## src/rtl/i2c_write_master.sv

```systemverilog
// Single-byte I2C write master: START, 7-bit address + W, data byte, STOP.
// Open-drain SDA (pull low or release); SCL timed in quarters of CLK_DIV clocks.
module i2c_write_master #(
  parameter int unsigned CLK_DIV = 4
) (
  input  logic       clk,
  input  logic       rst_n,
  input  logic       start,
  input  logic [6:0] addr,
  input  logic [7:0] data,
  input  logic       sda_i,
  output logic       scl_o,
  output logic       sda_oe,
  output logic       busy,
  output logic       done,
  output logic       ack_err
);

  localparam int unsigned DIV_W = (CLK_DIV > 1) ? $clog2(CLK_DIV) : 1;
  localparam logic [DIV_W-1:0] DIV_MAX = DIV_W'(CLK_DIV - 1);

  typedef enum logic [2:0] {
    S_IDLE, S_START, S_ADDR, S_ADDR_ACK, S_DATA, S_DATA_ACK, S_STOP
  } state_t;

  state_t           state_q, state_nxt;
  logic [DIV_W-1:0] div_cnt;
  logic [1:0]       quarter_q, quarter_nxt;
  logic [2:0]       bit_q, bit_nxt;
  logic [7:0]       shreg, data_q;
  logic             tick_c, accept_c;
  logic             scl_nxt, sda_nxt;

  assign tick_c   = busy && (div_cnt == DIV_MAX);
  assign accept_c = (state_q == S_IDLE) && start;

  // Quarter-period divider, free-running only during a transaction
  always_ff @(posedge clk or negedge rst_n) begin
    if (!rst_n) begin
      div_cnt <= '0;
    end else if (accept_c) begin
      div_cnt <= '0;
    end else if (busy) begin
      div_cnt <= tick_c ? '0 : div_cnt + DIV_W'(1);
    end
  end

  // State register; line levels are registered from the next phase
  always_ff @(posedge clk or negedge rst_n) begin
    if (!rst_n) begin
      state_q   <= S_IDLE;
      quarter_q <= 2'd0;
      bit_q     <= 3'd7;
      scl_o     <= 1'b1;
      sda_oe    <= 1'b0;
    end else begin
      state_q   <= state_nxt;
      quarter_q <= quarter_nxt;
      bit_q     <= bit_nxt;
      scl_o     <= scl_nxt;
      sda_oe    <= sda_nxt;
    end
  end

  // Next-state: phases advance on ticks, states change at the end of Q3
  always_comb begin
    state_nxt   = state_q;
    quarter_nxt = quarter_q;
    bit_nxt     = bit_q;
    if (accept_c) begin
      state_nxt   = S_START;
      quarter_nxt = 2'd0;
      bit_nxt     = 3'd7;
    end else if (tick_c) begin
      quarter_nxt = quarter_q + 2'd1;
      if (quarter_q == 2'd3) begin
        case (state_q)
          S_START:    state_nxt = S_ADDR;
          S_ADDR: begin
            bit_nxt = bit_q - 3'd1;
            if (bit_q == 3'd0) state_nxt = S_ADDR_ACK;
          end
          S_ADDR_ACK: state_nxt = ack_err ? S_STOP : S_DATA;
          S_DATA: begin
            bit_nxt = bit_q - 3'd1;
            if (bit_q == 3'd0) state_nxt = S_DATA_ACK;
          end
          S_DATA_ACK: state_nxt = S_STOP;
          S_STOP:     state_nxt = S_IDLE;
          default:    state_nxt = S_IDLE;
        endcase
      end
    end
  end

  // Line levels for the upcoming phase; SDA only moves with SCL low
  always_comb begin
    scl_nxt = 1'b1;
    sda_nxt = 1'b0;
    case (state_nxt)
      S_START: begin
        scl_nxt = (quarter_nxt != 2'd3);
        sda_nxt = quarter_nxt[1];
      end
      S_ADDR: begin
        scl_nxt = quarter_nxt[1];
        sda_nxt = ~shreg[bit_nxt];
      end
      S_DATA: begin
        scl_nxt = quarter_nxt[1];
        sda_nxt = ~data_q[bit_nxt];
      end
      S_ADDR_ACK, S_DATA_ACK: begin
        scl_nxt = quarter_nxt[1];
        sda_nxt = 1'b0;
      end
      S_STOP: begin
        scl_nxt = (quarter_nxt != 2'd0);
        sda_nxt = (quarter_nxt != 2'd3);
      end
      default: begin
        scl_nxt = 1'b1;
        sda_nxt = 1'b0;
      end
    endcase
  end

  // Transaction status and latched payload
  always_ff @(posedge clk or negedge rst_n) begin
    if (!rst_n) begin
      busy    <= 1'b0;
      done    <= 1'b0;
      ack_err <= 1'b0;
      shreg   <= 8'd0;
      data_q  <= 8'd0;
    end else begin
      done <= 1'b0;
      if (accept_c) begin
        busy    <= 1'b1;
        ack_err <= 1'b0;
        shreg   <= {addr, 1'b0};
        data_q  <= data;
      end else if (tick_c) begin
        if ((state_q == S_ADDR_ACK || state_q == S_DATA_ACK) &&
            quarter_q == 2'd2 && sda_i) begin
          ack_err <= 1'b1;
        end
        if (state_q == S_STOP && quarter_q == 2'd3) begin
          busy <= 1'b0;
          done <= 1'b1;
        end
      end
    end
  end

endmodule

```

## config.mk

```make
export PLATFORM = sky130hd
export DESIGN_NAME = i2c_write_master
export DESIGN_NICKNAME = d
export VERILOG_FILES = /design/src/rtl/i2c_write_master.sv
export SDC_FILE = /design/constraint.sdc
export NUM_CORES = 1
export LEC_CHECK = 0
export CAP_MARGIN = 20
export CORE_UTILIZATION = 54
export DETAILED_ROUTE_END_ITERATION = 6
export PLACE_DENSITY = 0.87
export REMOVE_ABC_BUFFERS = 1
export SYNTH_ARGS = -nofsm -noshare
export SYNTH_HDL_FRONTEND = slang
export SYNTH_SLANG_ARGS = --single-unit
```

## constraint.sdc

```tcl
create_clock -name clk -period 3.1 [get_ports clk]
set_clock_uncertainty 0.1 [all_clocks]
set_input_delay 0.62 -clock clk [delete_from_list [all_inputs] [get_ports clk]]
set_output_delay 0.62 -clock clk [all_outputs]
set_load 0.005 [all_outputs]
```

==> results.py, run 1 <==
metrics = {
    "outcome": {
        "status": "finished, violations left",
        "violations": "DRC",
    },
    "drt": {
        "drtPass1Iterations": 6,
        "wl_per_cell_um": 13.6,
        "drc": 1,
        "num_vias": 1442,
        "drt_iter0_drc": 60,
        "vias_per_cell": 5.55,
        "wirelength_um": 3530,
        "ant_nets": 0,
    },
    "worst_setup_path": {
        "worst_ep_required_time_ns": 3.25,
        "path_class": "register to register",
        "cp_max_fo": 9,
        "worstSetupStartpointType": "register",
        "cp-end-kind": "register",
        "crit_arrival_ns": 2.74,
    },
    "logic_synthesis": {
        "synth_seq_area_share_pct": 43.9,
        "async_reset_ff_share_pct": 100,
        "syn_area_um2": 1720,
        "synth_flop_cell": "dfrtp_1",
        "netlist.top_cell.by_area": "dfrtp_1",
        "synth-seq-cells": 30,
        "synth-adder-area-share_pct": 3.63,
        "synth-compound-area-share_pct": 17.1,
        "ys_top_cells_by_area": "dfrtp_1, nand2_1, dfstp_2",
        "synth_area_per_cell_um2": 9.01,
        "synth_top_area_share_pct": 37.8,
        "yosys.area_share.simple_pct": 24.2,
        "synth_cell_type_count": 49,
        "synth_xor_area_share_pct": 1.53,
        "synth_edf_count": 0,
        "synthCells": 191,
        "synth_mux_area_share_pct": 3.56,
        "synth_top_family_by_area": "simple AND/OR/NAND/NOR gates",
        "yosys_warnings": 0,
    },
    "layout": {
        "area_delta_synth_final_pct": 18.7,
        "fill_cells": 245,
        "regArea_um2": 756,
        "multi_input_area_um2": 870,
        "nets": 239,
        "drive_above_1_share_pct": 9.72,
        "antenna_cells": 0,
    },
    "place": {
        "dp_worst_setup_slack_ns": 0.337,
        "port_buffers": 23,
        "gp_congestion": 0.885,
        "dp_hpwl_um": 2570,
    },
    "sta": {
        "fin_tns_setup_ns": 0,
        "period_needed_ns": 2.59,
        "fin_ws_ns": 0.510,
        "setup_viol": 0,
        "maxSlewHeadroom_pct": 56.7,
        "drv_slew": 0,
        "max_freq_mhz": 386,
        "rsz0062_at_grt": "no",
        "holdWs_ns": 0.379,
        "hold_violations": 0,
        "fin_crit_sh_pct": 83.6,
        "tightest_slew_ns": 0.644,
    },
    "pwr": {
        "p_per_area_nw_per_um2": 877,
        "p_leak_nw": 0.944,
        "peakVddDrop_mv": 0.441,
    },
    "floorplanning": {
        "coreArea_um2": 3030,
        "die_w_um": 58.5,
        "dieArea_um2": 3420,
        "die_y_um": 58.5,
        "pin_count": 24,
        "start_util_pct": 56.9,
        "rows": 20,
    },
    "grt": {
        "antenna_found_initial": 0,
        "grt_pass1_vias": 1305,
        "grt.total_usage_pct": 23.3,
        "grt_overflow": 0,
        "grt_max_degree": 31,
        "grt_pass1_wl_um": 5910,
    },
    "cts": {
        "post_cts_buffers": 0,
        "clk_latency_ns": 0.34,
        "cts_buffers": 5,
        "h-tree-depth": 2,
        "clock-sinks": 30,
        "cts-resized-gates": 0,
        "cts_hold_buffers": 0,
        "cts_tree": "built",
        "cts_max_path_buffers": 2,
        "clkTransAtPathRegs_ns": 0.09,
        "clock-root-buffer": "clkbuf_4",
    },
    "hold_path": {
        "min_path_type": "register to register",
    },
    "run": {
        "drv_cap": 0,
    },
}
worst paths after layout:
check                            from   endpoint  slack (ns)  depth (start not counted)
max                        div_cnt[0]     sda_oe        0.51                          7
min                         data_q[0]  data_q[0]        0.38                          2
max reg2reg                div_cnt[0]     sda_oe        0.51                          7
min reg2reg                 data_q[0]  data_q[0]        0.38                          2
max in group asynchronous       rst_n   bit_q[1]        2.03                          2
min in group asynchronous       rst_n  data_q[4]        0.56                          2
cell families after synthesis:
| family | Yosys count |
|---|---|
| simple gates | 83 |
| compound gates | 42 |
| flops | 30 |
| buf+inv | 22 |
| mux | 6 |
| fa+ha+maj | 5 |
| xor+xnor | 3 |
synthesized netlist by cell type (2+ instances only):
| master | count |
|---|---|
| a2111oi_0 | 3 |
| buf_6 | 2 |
| a21oi_1 | 7 |
| ha_1 | 5 |
| dfstp_2 | 4 |
| clkbuf_1 | 4 |
| and2_1 | 2 |
| o22ai_1 | 2 |
| nor2_1 | 9 |
| dfrtp_1 | 26 |
| buf_2 | 3 |
| mux2i_1 | 5 |
| o211ai_1 | 3 |
| nor3b_1 | 3 |
| a32oi_1 | 3 |
| nand2_1 | 43 |
| nor2b_1 | 3 |
| and3_1 | 3 |
| xnor2_1 | 2 |
| a211oi_1 | 2 |
| inv_1 | 12 |
| o21ai_0 | 10 |
| nand3_1 | 9 |
layout by cell type (no fill, tap or decap), types with 4 or more instances in the layout:
master / netlist / layout
buf_4: 1 / 4
dfstp_2: 4 / 4
mux2i_1: 5 / 5
inv_1: 12 / 12
nor2_1: 9 / 9
nand3_1: 9 / 9
o21ai_0: 10 / 10
nand2_1: 43 / 43
dfrtp_1: 26 / 26
a21oi_1: 7 / 7
ha_1: 5 / 5
clkdlybuf4s50_1: 0 / 23
clkbuf_4: 0 / 5
report_power, final:
group          total, mW  internal (mW)  switching, mW
Combinational      0.813          0.368          0.445
Sequential         0.737          0.574          0.162
Clock              0.243          0.112          0.131
Total               1.79           1.05          0.738
through the flow:
step                std cells  total power [mW]  cell area, um2  utilization [%]
floorplan                 181              1.28            1660                -
global placement          252              1.50            1990             65.6
detailed placement        252              1.54            1990             65.6
CTS                       260              1.80            2040             67.5
global route              260              1.94            2040             67.5
finish                    260              1.79            2040             67.5
routing by layer:
metal | GRT usage, % | wire length (um) | up-vias
met1 | 31.6 | 1620 | 673
met3 | 7.25 | 164 | 8
met2 | 33.8 | 1670 | 42
li1 | - | - | 719
met4 | 11.6 | 69 | 0
met5 | 0 | 0 | -
critical path, stage by stage (launching register included):
cell and delay, ns:
dfrtp_1 0.38, ha_1 0.35, nand4b_2 0.25, o21ai_1 0.41
nand3_1 0.20, a2111oi_0 0.50, a211oi_1 0.09, o211ai_1 0.21
sequential cells by signal (all words and copies together) (netlist names), 2 cells and up:
register   cells
data_q         8
bit_q          3
div_cnt        2
shreg          7
state_q        3
quarter_q      2
layout make-up:
| class | count | share of cell area [%] |
|---|---|---|
| multi-input combinational | 139 | 42.5 |
| sequential | 30 | 37.0 |
| timing repair buffer | 27 | 12.7 |
| clock buffer | 8 | 2.88 |
| tap | 44 | 2.69 |
| inverter | 12 | 2.20 |
Power figures use the tool's default switching activity.
==> run 2: changes to the inputs <==
--- a/config.mk
+++ b/config.mk
@@ -6,9 +6,9 @@
 export NUM_CORES = 1
 export LEC_CHECK = 0
 export CAP_MARGIN = 20
-export CORE_UTILIZATION = 54
+export CORE_UTILIZATION = 49
 export DETAILED_ROUTE_END_ITERATION = 6
-export PLACE_DENSITY = 0.87
+export PLACE_DENSITY = 0.84
 export REMOVE_ABC_BUFFERS = 1
 export SYNTH_ARGS = -nofsm -noshare
 export SYNTH_HDL_FRONTEND = slang
==> constraint.sdc (replaced) <==
create_clock -name clk -period 2.35 [get_ports clk]
set_clock_uncertainty 0.1 [all_clocks]
set_input_delay 0.47 -clock clk [delete_from_list [all_inputs] [get_ports clk]]
set_output_delay 0.47 -clock clk [all_outputs]
set_load 0.005 [all_outputs]
==> run 2 against run 1 <==
Effect of this change: the run now ends clean; final cell count is 9.2% higher; critical path depth grew 1; worst hold slack got worse by 0.00072 ns; maximum frequency rose by 12%; global-route usage is 0.46 points higher; sequential power up 26%; register-to-register slack got worse by 0.46 ns; first-iteration DRC count up 25%.
==> results.py, run 2 (synthesis gave the netlist of run 1 again) <==
metrics = {
    "drt": {
        "ant_nets": 0,
        "drtPass1Iterations": 5,
        "vias_per_cell": 5.50,
        "num_vias": 1561,
        "drc": 0,
        "wirelength_um": 4040,
        "drt_iter0_drc": 75,
        "wl_per_cell_um": 14.2,
    },
    "floorplanning": {
        "die_w_um": 61.3,
        "coreArea_um2": 3360,
        "dieArea_um2": 3750,
        "start_util_pct": 51.2,
        "pin_count": 24,
        "rows": 21,
        "die_y_um": 61.3,
    },
    "cts": {
        "clock-root-buffer": "clkbuf_4",
        "clk_latency_ns": 0.34,
        "cts_tree": "built",
        "clkTransAtPathRegs_ns": 0.10,
        "clock-sinks": 30,
        "cts_buffers": 5,
        "cts_max_path_buffers": 2,
        "h-tree-depth": 2,
    },
    "worst_setup_path": {
        "path_class": "register to register",
        "reg2reg_to": "sda_oe",
        "r2r_setup_slack_ns": 0.05,
        "crit_arrival_ns": 2.43,
        "cp_max_fo": 6,
        "cpPeakStageDelay_ns": 0.41,
        "slowest_stage": "dfrtp_1",
        "reg2reg_from": "div_cnt[0]",
        "worst_ep_required_time_ns": 2.47,
        "path_cells": "ha_1 > and4b_2 > nand3_2 > nand3_1 > buf_4 > or3b_1 > a31oi_1 > o211ai_1",
        "cp-end-kind": "register",
        "worstSetupStartpointType": "register",
        "reg2reg_depth": 8,
    },
    "layout": {
        "top_register": "data_q",
        "drive_above_1_share_pct": 23.1,
        "reg_top3": "data_q x8, shreg x7",
        "final_common_cell": "nand2_1",
        "nets": 261,
        "final_cell_mix": "nand2_1, dfrtp_1, buf_4",
        "antenna_cells": 0,
        "area_delta_synth_final_pct": 34.0,
        "largest_reg_flops": 8,
    },
    "hold_path": {
        "worstHoldEndpoint": "shreg[5]",
        "hold_depth": 2,
        "hp-start": "shreg[5]",
        "min_path_type": "register to register",
    },
    "sta": {
        "fin_tns_setup_ns": 0,
        "tightest_slew_ns": 0.533,
        "hold_violations": 0,
        "holdWs_ns": 0.378,
        "max_freq_mhz": 434,
        "maxSlewHeadroom_pct": 64.3,
        "drv_slew": 0,
        "setup_viol": 0,
        "period_needed_ns": 2.30,
        "fin_crit_sh_pct": 98.1,
    },
    "grt": {
        "grt.total_usage_pct": 23.7,
        "grt_max_degree": 31,
        "grt_pass1_vias": 1403,
        "grt_pass1_wl_um": 6400,
        "antenna_found_initial": 0,
        "grt_overflow": 0,
    },
    "pwr": {
        "p_leak_nw": 1.06,
        "peakVddDrop_mv": 0.519,
        "p_per_area_nw_per_um2": 1180,
    },
    "place": {
        "dp_hpwl_um": 2870,
        "gp_congestion": 0.875,
        "port_buffers": 23,
    },
    "outcome": {
        "status": "finished, final reports clean",
    },
    "run": {
        "drv_cap": 0,
    },
}
-- run 2: cell types whose count changed in the layout (fill, tap and decap cells not counted), sizes merged --
cell | before | now
clkinv | 0 | 1
clkinvlp | 0 | 1
clkbuf | 8 | 6
buf | 4 | 26
-- run 2: worst max-delay path: cells and delay by family (launching register included) --
kind | cells | cell delay (ns)
compound gates | 2 | 0.27
buf+inv | 1 | 0.19
fa+ha+maj | 1 | 0.26
flops | 1 | 0.41
simple gates | 4 | 0.96
-- run 2: how the worst max path moves through the flow --
stage | from | endpoint | slack (ns) | cells after the start
2_1_floorplan | state_q[2] | sda_oe | -0.45 | 6
3_3_place_gp | start | sda_oe | -0.17 | 7
3_5_place_dp | start | sda_oe | -0.20 | 7
4_1_cts | bit_q[0] | sda_oe | 0.01 | 9
5_1_grt | div_cnt[0] | sda_oe | -0.009 | 8
6_report | div_cnt[0] | sda_oe | 0.05 | 8
-- run 2: what timing repair did --
action,4_1_cts,5_1_grt
hold buffers,0,0
setup endpoints to repair,0,1
buffers inserted,0,0
gates resized for setup,0,19
-- run 2: power breakdown --
group	internal [mW]	switching, mW
sequential	0.756	0.171
combinational	0.695	0.776
clock	0.144	0.185
-- run 2: metal layers --
| layer | share of wire (%) | GRT usage (%) |
|---|---|---|
| met1 | 44 | 32.2 |
| met5 | 0 | 0 |
| met2 | 49 | 36.6 |
| met3 | 5.8 | 4.20 |
| met4 | 1.1 | 11.7 |
-- run 2: area by class of cell --
class	instances	area, um2
multi-input cells	139	960
fillers	278	1060
well taps	46	57.6
clock buffers	6	51.3
inverters	12	45.0
flip-flops and latches	30	756
repair buffers	49	425
clock inverters	2	12.5
-- run 2: metrics by stage --
stage                     setup slack (ns)  instance area (um2)  total power [mW]  util, %  std cells
after global placement              -0.166                 2150              2.21     64.0        276
after global routing              -0.00890                 2310              2.92     68.6        284
after detailed placement            -0.196                 2150              2.26     64.0        276
after CTS                           0.0123                 2220              2.60     65.9        284
final                               0.0458                 2310              2.73     68.6        284
after floorplan                     -0.446                 1660              1.69        -        181
==> run 3: changes to the inputs <==
--- a/config.mk
+++ b/config.mk
@@ -8,6 +8,7 @@
 export CAP_MARGIN = 20
 export CORE_UTILIZATION = 49
 export DETAILED_ROUTE_END_ITERATION = 6
+export MAX_ROUTING_LAYER = met4
 export PLACE_DENSITY = 0.84
 export REMOVE_ABC_BUFFERS = 1
 export SYNTH_ARGS = -nofsm -noshare
==> run 3 against run 2 <==
Effect of this change: sequential share of layout area is 0.63 points higher; first-iteration DRC count decreased by 17%; design area is 1.9% lower; total power shrank 3.3%.
==> results.py, run 3 (synthesis gave the netlist of run 1 again) <==
metrics = {
    "floorplanning": {
        "start_util_pct": 51.2,
        "die_w_um": 61.3,
        "die_y_um": 61.3,
        "rows": 21,
        "pin_count": 24,
        "dieArea_um2": 3750,
        "coreArea_um2": 3360,
    },
    "layout": {
        "drive_above_1_share_pct": 21.8,
        "final_common_cell": "nand2_1",
        "fill_cells": 289,
        "largest_reg_flops": 8,
        "top_register": "data_q",
        "antenna_cells": 0,
        "reg_top3": "data_q x8, shreg x7",
        "regArea_um2": 756,
        "multi_input_area_um2": 920,
        "layout.cells.non_filler": 284,
        "final_cell_mix": "nand2_1, dfrtp_1, buf_4",
        "final_util_pct": 67.3,
        "nets": 261,
        "area_delta_synth_final_pct": 31.5,
    },
    "sta": {
        "hold_violations": 0,
        "max_freq_mhz": 435,
        "maxSlewHeadroom_pct": 63.7,
        "holdWs_ns": 0.376,
        "setup_viol": 0,
        "tightest_slew_ns": 0.543,
        "period_needed_ns": 2.30,
        "fin_ws_ns": 0.0518,
        "fin_crit_sh_pct": 97.8,
        "drv_slew": 0,
    },
    "hold_path": {
        "min_path_type": "register to register",
    },
    "drt": {
        "vias_per_cell": 5.45,
        "drc": 0,
        "wirelength_um": 3980,
        "ant_nets": 0,
        "drt_iter0_drc": 62,
        "wl_per_cell_um": 14.0,
        "met3_length_um": 185,
        "num_vias": 1549,
        "route.met2.wl_um": 1990,
        "dr.max_layer_used": "met4",
        "wl_met1_um": 1760,
        "drtPass1Iterations": 4,
    },
    "worst_setup_path": {
        "path_class": "register to register",
        "crit_arrival_ns": 2.41,
        "cp-end-kind": "register",
        "cp_max_fo": 3,
        "worstSetupStartpointType": "register",
        "worst_ep_required_time_ns": 2.46,
    },
    "pwr": {
        "clkPwrFrac_pct": 12.1,
        "power_frac_seq_pct": 34.8,
        "switchingPower_mw": 1.07,
        "p_comb_share_pct": 53.1,
        "sw_frac_of_total_pct": 40.5,
        "p_int_mw": 1.57,
        "power_mw": 2.64,
        "peakVddDrop_mv": 0.500,
        "p_per_area_nw_per_um2": 1170,
        "p_leak_nw": 1.05,
    },
    "cts": {
        "clkTransAtPathRegs_ns": 0.09,
        "cts_tree": "built",
        "clock-sinks": 30,
        "h-tree-depth": 2,
        "cts_buffers": 5,
        "clk_latency_ns": 0.32,
        "cts_max_path_buffers": 2,
        "clock-root-buffer": "clkbuf_4",
        "cts_hold_buffers": 0,
    },
    "place": {
        "placed_cells": 276,
        "dp_worst_setup_slack_ns": -0.219,
        "dp_hpwl_um": 2950,
        "port_buffers": 23,
        "gp_congestion": 0.950,
    },
    "outcome": {
        "status": "finished, final reports clean",
    },
    "grt": {
        "grt_overflow": 0,
        "antenna_found_initial": 0,
        "grt_pass1_vias": 1417,
        "grt_max_degree": 31,
        "grt.total_usage_pct": 24.1,
        "grt_pass1_wl_um": 6250,
    },
    "run": {
        "drv_cap": 0,
    },
}
## run 3: critical path: stages, from the launching register on
cell and delay, ns:
dfstp_2 0.54, inv_1 0.08, ha_2 0.21, ha_4 0.27, buf_4 0.12, a2111oi_2 0.08, a311oi_2 0.34, o22ai_1 0.14
o211ai_1 0.19, o211ai_1 0.10
## run 3: cell type report
class	instances	area share, %
repair buffers	49	18.8
well taps	46	2.54
clock inverters	1	0.221
inverters	12	1.99
flip-flops and latches	30	33.4
multi-input cells	139	40.6
clock buffers	7	2.43
## run 3: worst paths after layout
path	start	endpoint	slack (ns)	cells after the start
worst max-delay path	bit_q[0]	sda_oe	0.05	9
worst min-delay path	data_q[0]	data_q[0]	0.38	2
worst max register to register	bit_q[0]	sda_oe	0.05	9
worst min register to register	data_q[0]	data_q[0]	0.38	2
max in group asynchronous	rst_n	scl_o	1.41	2
min in group asynchronous	rst_n	state_q[2]	0.43	2
## run 3: repair_timing
action	in CTS	in global routing
gates resized for setup	3	9
cloned	0	0
setup endpoints to repair	1	1
buffers inserted	0	0
pin swaps	1	1
## run 3: power by group through the flow
| stage | clock network [mW] | logic, mW | registers [mW] |
|---|---|---|---|
| 6_report | 0.319 | 1.40 | 0.918 |
| 5_1_grt | 0.352 | 1.55 | 0.946 |
| 4_1_cts | 0.325 | 1.35 | 0.909 |
| 3_5_place_dp | 0 | 1.34 | 0.911 |
| 3_3_place_gp | 0 | 1.28 | 0.908 |
| 2_1_floorplan | 0 | 0.776 | 0.918 |
## run 3: routing by layer
| layer | track usage (%) | vias up |
|---|---|---|
| li1 | - | 764 |
| met1 | 31.0 | 738 |
| met2 | 37.4 | 42 |
| met3 | 3.78 | 5 |
| met4 | 11.0 | 0 |
| met5 | - | - |
## run 3: stage by stage
step	cell area [um2]	setup TNS, ns
2_1_floorplan	1660	-0.573
3_3_place_gp	2150	-0.167
3_5_place_dp	2150	-0.219
4_1_cts	2220	0
5_1_grt	2260	-0.0430
6_report	2260	0
